==> src/rtl/i2c_master_byte_pkg.sv <==
// Shared I2C definitions: command codes, acknowledge levels and the
// byte-level controller state encoding.
package i2c_master_byte_pkg;

   localparam logic [2:0] CMD_START = 3'd0;
   localparam logic [2:0] CMD_WRITE = 3'd1;
   localparam logic [2:0] CMD_READ  = 3'd2;
   localparam logic [2:0] CMD_STOP  = 3'd3;

   localparam logic I2C_ACK = 1'b0;
   localparam logic I2C_NAK = 1'b1;

   typedef enum logic [2:0] {
      ST_IDLE,
      ST_START,
      ST_WRITE,
      ST_READ,
      ST_ACK,
      ST_STOP
   } state_t;

endpackage

==> src/rtl/i2c_master_byte_tick_gen.sv <==
// Quarter-bit tick generator: down-counter that reloads on load, freezes on
// stall and pulses tick on its terminal count.
module i2c_tick_gen #(
   parameter int unsigned CLK_DIV = 125
) (
   input  logic clk,
   input  logic rst,
   input  logic load,
   input  logic stall,
   output logic tick
);

   localparam logic [15:0] RELOAD = 16'(CLK_DIV - 1);

   logic [15:0] cnt_q, cnt_d;

   always_comb begin
      cnt_d = cnt_q;
      tick  = 1'b0;
      if (load) begin
         cnt_d = RELOAD;
      end else if (!stall) begin
         if (cnt_q == 16'd0) begin
            tick  = 1'b1;
            cnt_d = RELOAD;
         end else begin
            cnt_d = cnt_q - 16'd1;
         end
      end
   end

   always_ff @(posedge clk or posedge rst) begin
      if (rst) cnt_q <= '0;
      else     cnt_q <= cnt_d;
   end

endmodule

==> src/rtl/i2c_master_byte.sv <==
// Byte-level I2C master: executes one START/WRITE/READ/STOP command at a time,
// four ticks per bit, with clock stretching and arbitration-loss detection.
module i2c_master_byte
   import i2c_master_byte_pkg::*;
#(
   parameter int unsigned CLK_DIV = 125
) (
   input  logic       clk,
   input  logic       rst,
   input  logic       cmdValid,
   output logic       cmdReady,
   input  logic [2:0] cmd,
   input  logic [7:0] txData,
   input  logic       rdNak,
   output logic       doneValid,
   output logic [7:0] rxData,
   output logic       ackRcvd,
   output logic       arbLost,
   output logic       busy,
   output logic       sclOut,
   output logic       sdaOut,
   input  logic       sclIn,
   input  logic       sdaIn
);

   state_t      state_q, state_d;
   logic [1:0]  phase_q, phase_d;
   logic [2:0]  bit_cnt_q, bit_cnt_d;
   logic [7:0]  sh_q, sh_d;
   logic [7:0]  rx_q, rx_d;
   logic        nak_q, nak_d, rd_q, rd_d;
   logic        busy_q, busy_d, done_q, done_d, arb_q, arb_d, ack_q, ack_d;
   logic        scl_hold_q, scl_hold_d, sda_hold_q, sda_hold_d;
   logic        tick, accept, last_phase, stall;

   assign accept     = cmdValid && cmdReady;
   assign last_phase = tick && (phase_q == 2'd3);
   // Counter only runs while a command owns it; a slave holding a released SCL low freezes it.
   assign stall      = (state_q == ST_IDLE) || (sclOut && !sclIn);

   i2c_tick_gen #(.CLK_DIV(CLK_DIV)) u_tick (
      .clk   (clk),
      .rst   (rst),
      .load  (accept),
      .stall (stall),
      .tick  (tick)
   );

   always_ff @(posedge clk or posedge rst) begin
      if (rst) begin
         state_q    <= ST_IDLE;
         phase_q    <= 2'd0;
         bit_cnt_q  <= 3'd0;
         sh_q       <= 8'h00;
         rx_q       <= 8'h00;
         nak_q      <= 1'b0;
         rd_q       <= 1'b0;
         busy_q     <= 1'b0;
         done_q     <= 1'b0;
         arb_q      <= 1'b0;
         ack_q      <= 1'b1;
         scl_hold_q <= 1'b1;
         sda_hold_q <= 1'b1;
      end else begin
         state_q    <= state_d;
         phase_q    <= phase_d;
         bit_cnt_q  <= bit_cnt_d;
         sh_q       <= sh_d;
         rx_q       <= rx_d;
         nak_q      <= nak_d;
         rd_q       <= rd_d;
         busy_q     <= busy_d;
         done_q     <= done_d;
         arb_q      <= arb_d;
         ack_q      <= ack_d;
         scl_hold_q <= scl_hold_d;
         sda_hold_q <= sda_hold_d;
      end
   end

   always_comb begin
      state_d    = state_q;
      phase_d    = phase_q;
      bit_cnt_d  = bit_cnt_q;
      sh_d       = sh_q;
      rx_d       = rx_q;
      nak_d      = nak_q;
      rd_d       = rd_q;
      busy_d     = busy_q;
      done_d     = 1'b0;
      arb_d      = 1'b0;
      ack_d      = ack_q;
      scl_hold_d = scl_hold_q;
      sda_hold_d = sda_hold_q;
      if (tick) phase_d = phase_q + 2'd1;
      case (state_q)
         ST_IDLE: if (accept) begin
            sh_d      = txData;
            nak_d     = rdNak;
            rd_d      = (cmd == CMD_READ);
            phase_d   = 2'd0;
            bit_cnt_d = 3'd0;
            if (cmd == CMD_START) begin
               state_d = ST_START;
            end else if (!busy_q) begin
               done_d = 1'b1;
               arb_d  = 1'b1;
            end else begin
               case (cmd)
                  CMD_WRITE: state_d = ST_WRITE;
                  CMD_READ:  state_d = ST_READ;
                  CMD_STOP:  state_d = ST_STOP;
                  default:   done_d  = 1'b1;
               endcase
            end
         end
         ST_START: if (last_phase) begin
            state_d    = ST_IDLE;
            busy_d     = 1'b1;
            done_d     = 1'b1;
            scl_hold_d = 1'b0;
            sda_hold_d = 1'b0;
         end
         ST_WRITE: if (last_phase) begin
            if (sh_q[7] && !sdaIn) begin
               state_d    = ST_IDLE;
               arb_d      = 1'b1;
               busy_d     = 1'b0;
               scl_hold_d = 1'b1;
               sda_hold_d = 1'b1;
            end else begin
               sh_d      = {sh_q[6:0], 1'b0};
               bit_cnt_d = bit_cnt_q + 3'd1;
               if (bit_cnt_q == 3'd7) state_d = ST_ACK;
            end
         end
         ST_READ: if (last_phase) begin
            rx_d      = {rx_q[6:0], sdaIn};
            bit_cnt_d = bit_cnt_q + 3'd1;
            if (bit_cnt_q == 3'd7) state_d = ST_ACK;
         end
         ST_ACK: if (last_phase) begin
            state_d = ST_IDLE;
            if (rd_q && nak_q && !sdaIn) begin
               arb_d      = 1'b1;
               busy_d     = 1'b0;
               scl_hold_d = 1'b1;
               sda_hold_d = 1'b1;
            end else begin
               if (!rd_q) ack_d = sdaIn;
               done_d     = 1'b1;
               scl_hold_d = 1'b0;
               sda_hold_d = 1'b1;
            end
         end
         ST_STOP: if (last_phase) begin
            state_d    = ST_IDLE;
            busy_d     = 1'b0;
            done_d     = 1'b1;
            scl_hold_d = 1'b1;
            sda_hold_d = 1'b1;
         end
         default: state_d = ST_IDLE;
      endcase
   end

   // Between commands the lines keep the level the last command left them at.
   always_comb begin
      sclOut = scl_hold_q;
      sdaOut = sda_hold_q;
      case (state_q)
         ST_START: case (phase_q)
            2'd0:    sdaOut = 1'b1;
            2'd1:    begin sclOut = 1'b1; sdaOut = 1'b1; end
            2'd2:    begin sclOut = 1'b1; sdaOut = 1'b0; end
            default: begin sclOut = 1'b0; sdaOut = 1'b0; end
         endcase
         ST_WRITE: begin sclOut = phase_q[1]; sdaOut = sh_q[7]; end
         ST_READ:  begin sclOut = phase_q[1]; sdaOut = 1'b1; end
         ST_ACK:   begin sclOut = phase_q[1]; sdaOut = rd_q ? nak_q : 1'b1; end
         ST_STOP: case (phase_q)
            2'd0:    sdaOut = 1'b0;
            2'd1:    begin sclOut = 1'b1; sdaOut = 1'b0; end
            default: begin sclOut = 1'b1; sdaOut = 1'b1; end
         endcase
         default: ;
      endcase
   end

   assign cmdReady  = (state_q == ST_IDLE) && !done_q && !arb_q;
   assign doneValid = done_q;
   assign arbLost   = arb_q;
   assign busy      = busy_q;
   assign ackRcvd   = ack_q;
   assign rxData    = rx_q;

endmodule

==> config.mk <==
export PLATFORM = sky130hd
export DESIGN_NAME = i2c_master_byte
export DESIGN_NICKNAME = d
export VERILOG_FILES = /design/src/rtl/i2c_master_byte_pkg.sv /design/src/rtl/i2c_master_byte_tick_gen.sv /design/src/rtl/i2c_master_byte.sv
export SDC_FILE = /design/constraint.sdc
export NUM_CORES = 1
export LEC_CHECK = 0
export CAP_MARGIN = 10
export CORE_ASPECT_RATIO = 1.1
export CORE_MARGIN = 10
export CORE_UTILIZATION = 58
export CTS_BUF_LIST = sky130_fd_sc_hd__clkbuf_4
export DETAILED_ROUTE_END_ITERATION = 16
export PLACE_DENSITY = 0.81
export SLEW_MARGIN = 20
export SYNTH_ARGS = -nofsm -noshare
export SYNTH_HDL_FRONTEND = slang
export SYNTH_SLANG_ARGS = --single-unit
==> constraint.sdc <==
create_clock -name clk -period 3.6 [get_ports clk]
set_input_delay 0.9 -clock clk [delete_from_list [all_inputs] [get_ports clk]]
set_output_delay 0.9 -clock clk [all_outputs]
set_load 0.01 [all_outputs]
### Yosys cells after proc, flatten, opt, wreduce, memory -nomap -nowiden

Index checks and enable logic that the tools add are counted.

| cells by class | value |
|---|---|
| $add $sub $neg | 3 |
| multipliers | 0 |
| divide/modulo/power cells | 0 |
| magnitude comparators | 0 |
| eq/ne operators | 26 |
| shift-type cells | 0 |
| multiplexer cells | 63 |
| bitwise logic cells | 2 |
| reduce and logical (&&, ||, !) cells | 37 |

Operators with widths:

| cell | number |
|---|---|
| $mux 16 | 3 |
| $mux 3 | 12 |
| $mux 1 | 30 |
| $mux 8 | 3 |
| $ne 2x2->1 const B | 10 |
| $pmux 3 s3 | 2 |
| $logic_not 16->1 | 1 |
| $pmux 8 s2 | 1 |
| $sub 16x1->16 const B | 1 |
| $eq 3x2->1 const B | 4 |
| $pmux 1 s3 | 4 |
| $pmux 3 s4 | 1 |
| $reduce_and 6->1 | 2 |
| $reduce_and 5->1 | 2 |
| $eq 3x3->1 const B | 3 |
| $reduce_or 3->1 | 3 |
| $logic_and 1x1->1 | 8 |
| $pmux 1 s4 | 2 |
| $reduce_and 4->1 | 2 |
| $reduce_or 2->1 | 4 |
| $reduce_and 7->1 | 1 |
| $eq 3x1->1 const B | 2 |
| $logic_not 3->1 | 2 |
| $mux 2 | 3 |
| other kinds (17) | 25 |

| storage, ports and cells | value |
|---|---|
| register bits | 48 |
| latch bits | 0 |
| RAM bits | 0 |
| bits in read-only memories | 0 |
| output and inout bits | 15 |
| word-level logic and storage cells | 145 |
| memories kept | 0 |

### Logic depth before layout (Yosys ltp)

| depth | value |
|---|---|
| depth after elaboration | 11 |
| gate-level depth with buffers | 9 |
| gate-level depth less buffers | 8 |

### Cells and area by module

A second synthesis with hierarchy kept.

| unflattened totals | value |
|---|---|
| cells, all modules | 285 |
| area total of the unflattened synthesis | 2777.7 µm² |

Modules (own cells, without submodules):

| module | times used | cells each | area each (µm²) | sequential area each (µm²) |
|---|---|---|---|---|
| i2c_master_byte | 1 | 195 | 1911.8 | 804.5 |
| i2c_tick_gen | 1 | 90 | 865.8 | 400.4 |

### Least setup slack after synthesis

Ideal clock, no wire load.

| timing | value |
|---|---|
| path type | reg2reg |
| start point | register u_tick.cnt_q[5] |
| end point | register ack_q, in the netlist ackRcvd |
| arrival time | 2.883 ns |
| slack | 0.632 ns |
| cell stages (with the launch flop) | 8 |
| buffers on the path | 1 |
| period minus slack after synthesis | 2.968 ns |
| path through | dfrtp_1 or4_4 or4_4 or4_1 buf_6 a211o_2 nor4_2 mux2_1 |

| between the ends | value |
|---|---|
| longest elaborated chain between the ends | 6 |

RTL lines:

| what | RTL line | RTL |
|---|---|---|
| from (decl) | i2c_master_byte_tick_gen.sv:15 | `logic [15:0] cnt_q, cnt_d;` |
| from (signal assigned) | i2c_master_byte_tick_gen.sv:34 | `else cnt_q <= cnt_d;` |
| $logic_not 16->1 | i2c_master_byte_tick_gen.sv:23 | `if (cnt_q == 16'd0) begin` |
| $mux 1 | i2c_master_byte_tick_gen.sv:23 |  |
| $mux 1 | i2c_master_byte_tick_gen.sv:22 | `end else if (!stall) begin` |
| $mux 1 | i2c_master_byte_tick_gen.sv:20 | `if (load) begin` |
| $logic_and 1x1->1 | i2c_master_byte.sv:37 | `assign last_phase = tick && (phase_q == 2'd3);` |
| $reduce_and 4->1 (no line) | - |  |
| to (signal assigned) | i2c_master_byte.sv:75 | `ack_q <= ack_d;` |
| to (decl) | i2c_master_byte.sv:32 | `logic busy_q, busy_d, done_q, done_d, arb_q, arb_d, ack_q, ack_d;` |

No other way between the ends.
A chain may end at the register's enable or synchronous reset.

### Final worst setup path

| timing | value |
|---|---|
| start point | register state_q[0] |
| end point | output sclOut |

| between the ends | value |
|---|---|
| longest elaborated chain between the ends | 3 |
| elaborated cells between the ends (all ways) | 7 |
| classes of those cells | eq/ne: 5; mux: 1; reduce/logical: 1 |

RTL lines:

| what | RTL line | RTL |
|---|---|---|
| from (decl) | i2c_master_byte.sv:26 | `state_t state_q, state_d;` |
| from (signal assigned) | i2c_master_byte.sv:65 | `state_q <= state_d;` |
| $eq 3x3->1 / $eq 3x2->1 (equally long branches) | i2c_master_byte.sv:171 | `case (state_q)` |
| $reduce_or 3->1 (no line) | - |  |
| $pmux 1 s3 (*) | i2c_master_byte.sv:171 |  |
| to (decl) | i2c_master_byte.sv:20 | `output logic sclOut,` |

Every way passes the cells marked *; elsewhere a longest branch is shown, timed or not.

==> impl_metrics.ini <==
[worst_setup_path]
startpoint_type = register
crit_path_end_kind = primary output
critPathMaxStageDelay_ns = 0.76
arrival_ns = 2.48
path_delay_family = flip-flops
cp.buffers_inverters = 1
crit_required_ns = 2.70
path_class = reg2out
critPathSlowestCell = dfrtp_1
path_cells = nor4b_1 -> a41oi_1 -> a21oi_1 -> nor2_1 -> clkdlybuf4s50_1
path_max_fanout = 19

[synthesis]
avgSynthCellArea_um2 = 10.1
syn_area_mm2 = 0.00280
postSynthCellCount = 278
yosys_warnings = 0
synthArstFlopShare = 1.00
syn_nets = 303
synth_edf_count = 0
ys.flop_type = dfrtp_1
ys_ff_latch = 48
yosysUniqueCellTypes = 63
synth_seq_area_share = 0.430

[finish]
diodes = 0
area_growth_pct = 13.9
nNetsFinal = 333
drive_gt1_frac = 0.172
fillCellCount = 371
final_cells = 365

[power]
netSwitchingPower_w = 0.000636
p_comb_frac = 0.414
p_int_w = 0.000998
p_sw_frac = 0.389
vdd_ir_drop_max_v = 0.000349
leakagePower_nw = 1.31
p_clk_frac = 0.146
powerDensity_mw_per_mm2 = 513
p_seq_frac = 0.440

[floorplanning]
dieHeight_um = 92.9
fp.dieArea_mm2 = 0.00801
ios = 32
core-area_mm2 = 0.00465
fp.dieW_um = 86.2
start_util = 0.602
num_rows = 26

[drt]
postRouteAntennaNets = 0
wire_per_inst_um = 16.7
remaining_drc_errors = 0
drt_wl_total_um = 6100
drt_iter0_drc = 186
vias = 2218
via_per_inst = 6.08
firstDrtPassIters = 4

[cts]
tritoncts.num_buffers = 5
clockBufferDepth = 2
cts-root-buf = clkbuf_4
clk_latency_ns = 0.37
hold_buffers = 0
cts_resized = 0
cts_setup_buffers = 0
cts_tree = done
clkTransAtPathRegs_ns = 0.13
cts_sinks = 48
htree_levels = 2

[place]
dp_worst_setup_slack_ns = 0.369
gp_congestion = 0.910
post-dp-hpwl_um = 4560
dp.cells = 357
io_buffers = 31

[sta]
rsz0062_at_grt = no
fin_crit_sh = 0.939
fmax_ghz = 0.296
worst_slack_ns = 0.218
drv_slew = 0
setup_viol = 0
slew_headroom = 0.454
tns_ns = 0
fin_crit_ns = 3.38
hold_viol = 0
worst_pin_slew_ns = 0.818
worst_clock_skew_ns = 0.0117

[global_route]
grt_pass1_vias = 2201
grt_max_degree = 49
overflow = 0
grt_use_total = 0.157
antenna_found_initial = 0
grt_pass1_wl_um = 10400

[outcome]
outcome = finished, final reports clean

[flow_run]
maxCapViolCount = 0

[min_path]
hp-class = reg2reg
final cells by class:
class / instances / area, um2 / area share
clock buffers: 5 / 37.5 / 0.0118
clock inverters: 3 / 13.8 / 0.00432
inverters: 11 / 42.5 / 0.0133
multi-input cells: 209 / 1490 / 0.469
flip-flops and latches: 48 / 1200 / 0.378
well taps: 56 / 70.1 / 0.0220
repair buffers: 33 / 325 / 0.102
through the flow:
| step | hold slack [ns] | total power (W) | util | cell area [um2] |
|---|---|---|---|---|
| final | 0.509 | 0.00163 | 0.685 | 3190 |
| after global routing | 0.543 | 0.00176 | 0.685 | 3190 |
| after CTS | 0.513 | 0.00164 | 0.684 | 3180 |
| after detailed placement | 0.479 | 0.00140 | 0.673 | 3130 |
| after global placement | 0.469 | 0.00137 | 0.673 | 3130 |
| after floorplan | 0.451 | 0.00121 | - | 2800 |
power by group through the flow:
stage               logic (W)  registers, W  clock network, W
global placement     0.000653      0.000722                 0
CTS                  0.000676      0.000717          0.000246
global route         0.000755      0.000733          0.000270
finish               0.000676      0.000720          0.000239
detailed placement   0.000672      0.000727                 0
floorplan            0.000507      0.000700                 0
synthesized netlist by cell type, drive strengths merged, types with 5 or more instances:
master	n	share of area
dfrtp	45	0.40
nor2	26	0.035
mux2	25	0.10
nand2	22	0.030
o21ai	19	0.034
a21oi	16	0.029
inv	11	0.015
ha	8	0.036
or3	7	0.017
or4	7	0.022
buf	6	0.018
nor3	5	0.0089
o31ai	5	0.013
xor2	5	0.016
kinds of logic (layout without fill, tap and decap cells):
logic type	count (synthesis)	in the layout	share of synthesized area
simple gates	91	91	0.173
compound gates	73	73	0.183
flops	48	48	0.430
mux	28	28	0.111
buf+inv	21	52	0.0380
xor+xnor	9	9	0.0282
fa+ha+maj	8	8	0.0358
final timing paths:
path                                        startpoint                       end  slack (ns)  cells past startpoint
max                             state_q[0]$_DFFE_PP0P_                    sclOut        0.22                      5
min                                sh_q[0]$_DFFE_PP0P_       sh_q[0]$_DFFE_PP0P_        0.51                      1
max reg2reg                u_tick.cnt_q[5]$_DFFE_PP0P_  bit_cnt_q[0]$_DFFE_PP0P_        0.37                      6
min reg2reg                        sh_q[0]$_DFFE_PP0P_       sh_q[0]$_DFFE_PP0P_        0.51                      1
max in group asynchronous                          rst         arbLost$_DFF_PP0_        2.14                      2
min in group asynchronous                          rst     rxData[7]$_DFFE_PP0P_        0.97                      2
flip-flops by register name (all words and copies together) (netlist names), 2 cells and up:
register and count:
rxData 8, state_q 3, sh_q 8, phase_q 2, bit_cnt_q 3, u_tick.cnt_q 16
layer usage:
| metal | track usage | vias up | share of wire | wire (um) |
|---|---|---|---|---|
| met2 | 0.257 | 69 | 0.50 | 3020 |
| met1 | 0.190 | 1068 | 0.42 | 2540 |
| li1 | - | 1071 | - | - |
| met4 | 0.0622 | 0 | 0.013 | 77 |
| met5 | 0 | - | 0 | 0 |
| met3 | 0.0447 | 10 | 0.076 | 463 |
worst register-to-register path, cell delays in order, from the launching register on:
cell and delay [ns]:
dfrtp_1 0.42, or4_4 0.55, or4_4 0.52, or4_1 0.62
a2111oi_0 0.53, o22ai_1 0.20, mux2_2 0.30
layout by cell type, fill, tap and decap left out, types with 8 or more instances in the layout:
cell type        instances
mux2_2                  23
a21oi_1                 16
ha_1                     8
clkdlybuf4s50_1         31
nand2_1                 22
nor2_1                  26
o21ai_0                 19
dfrtp_1                 45
inv_1                   10
No activity file was read; power rests on OpenSTA's default activity.
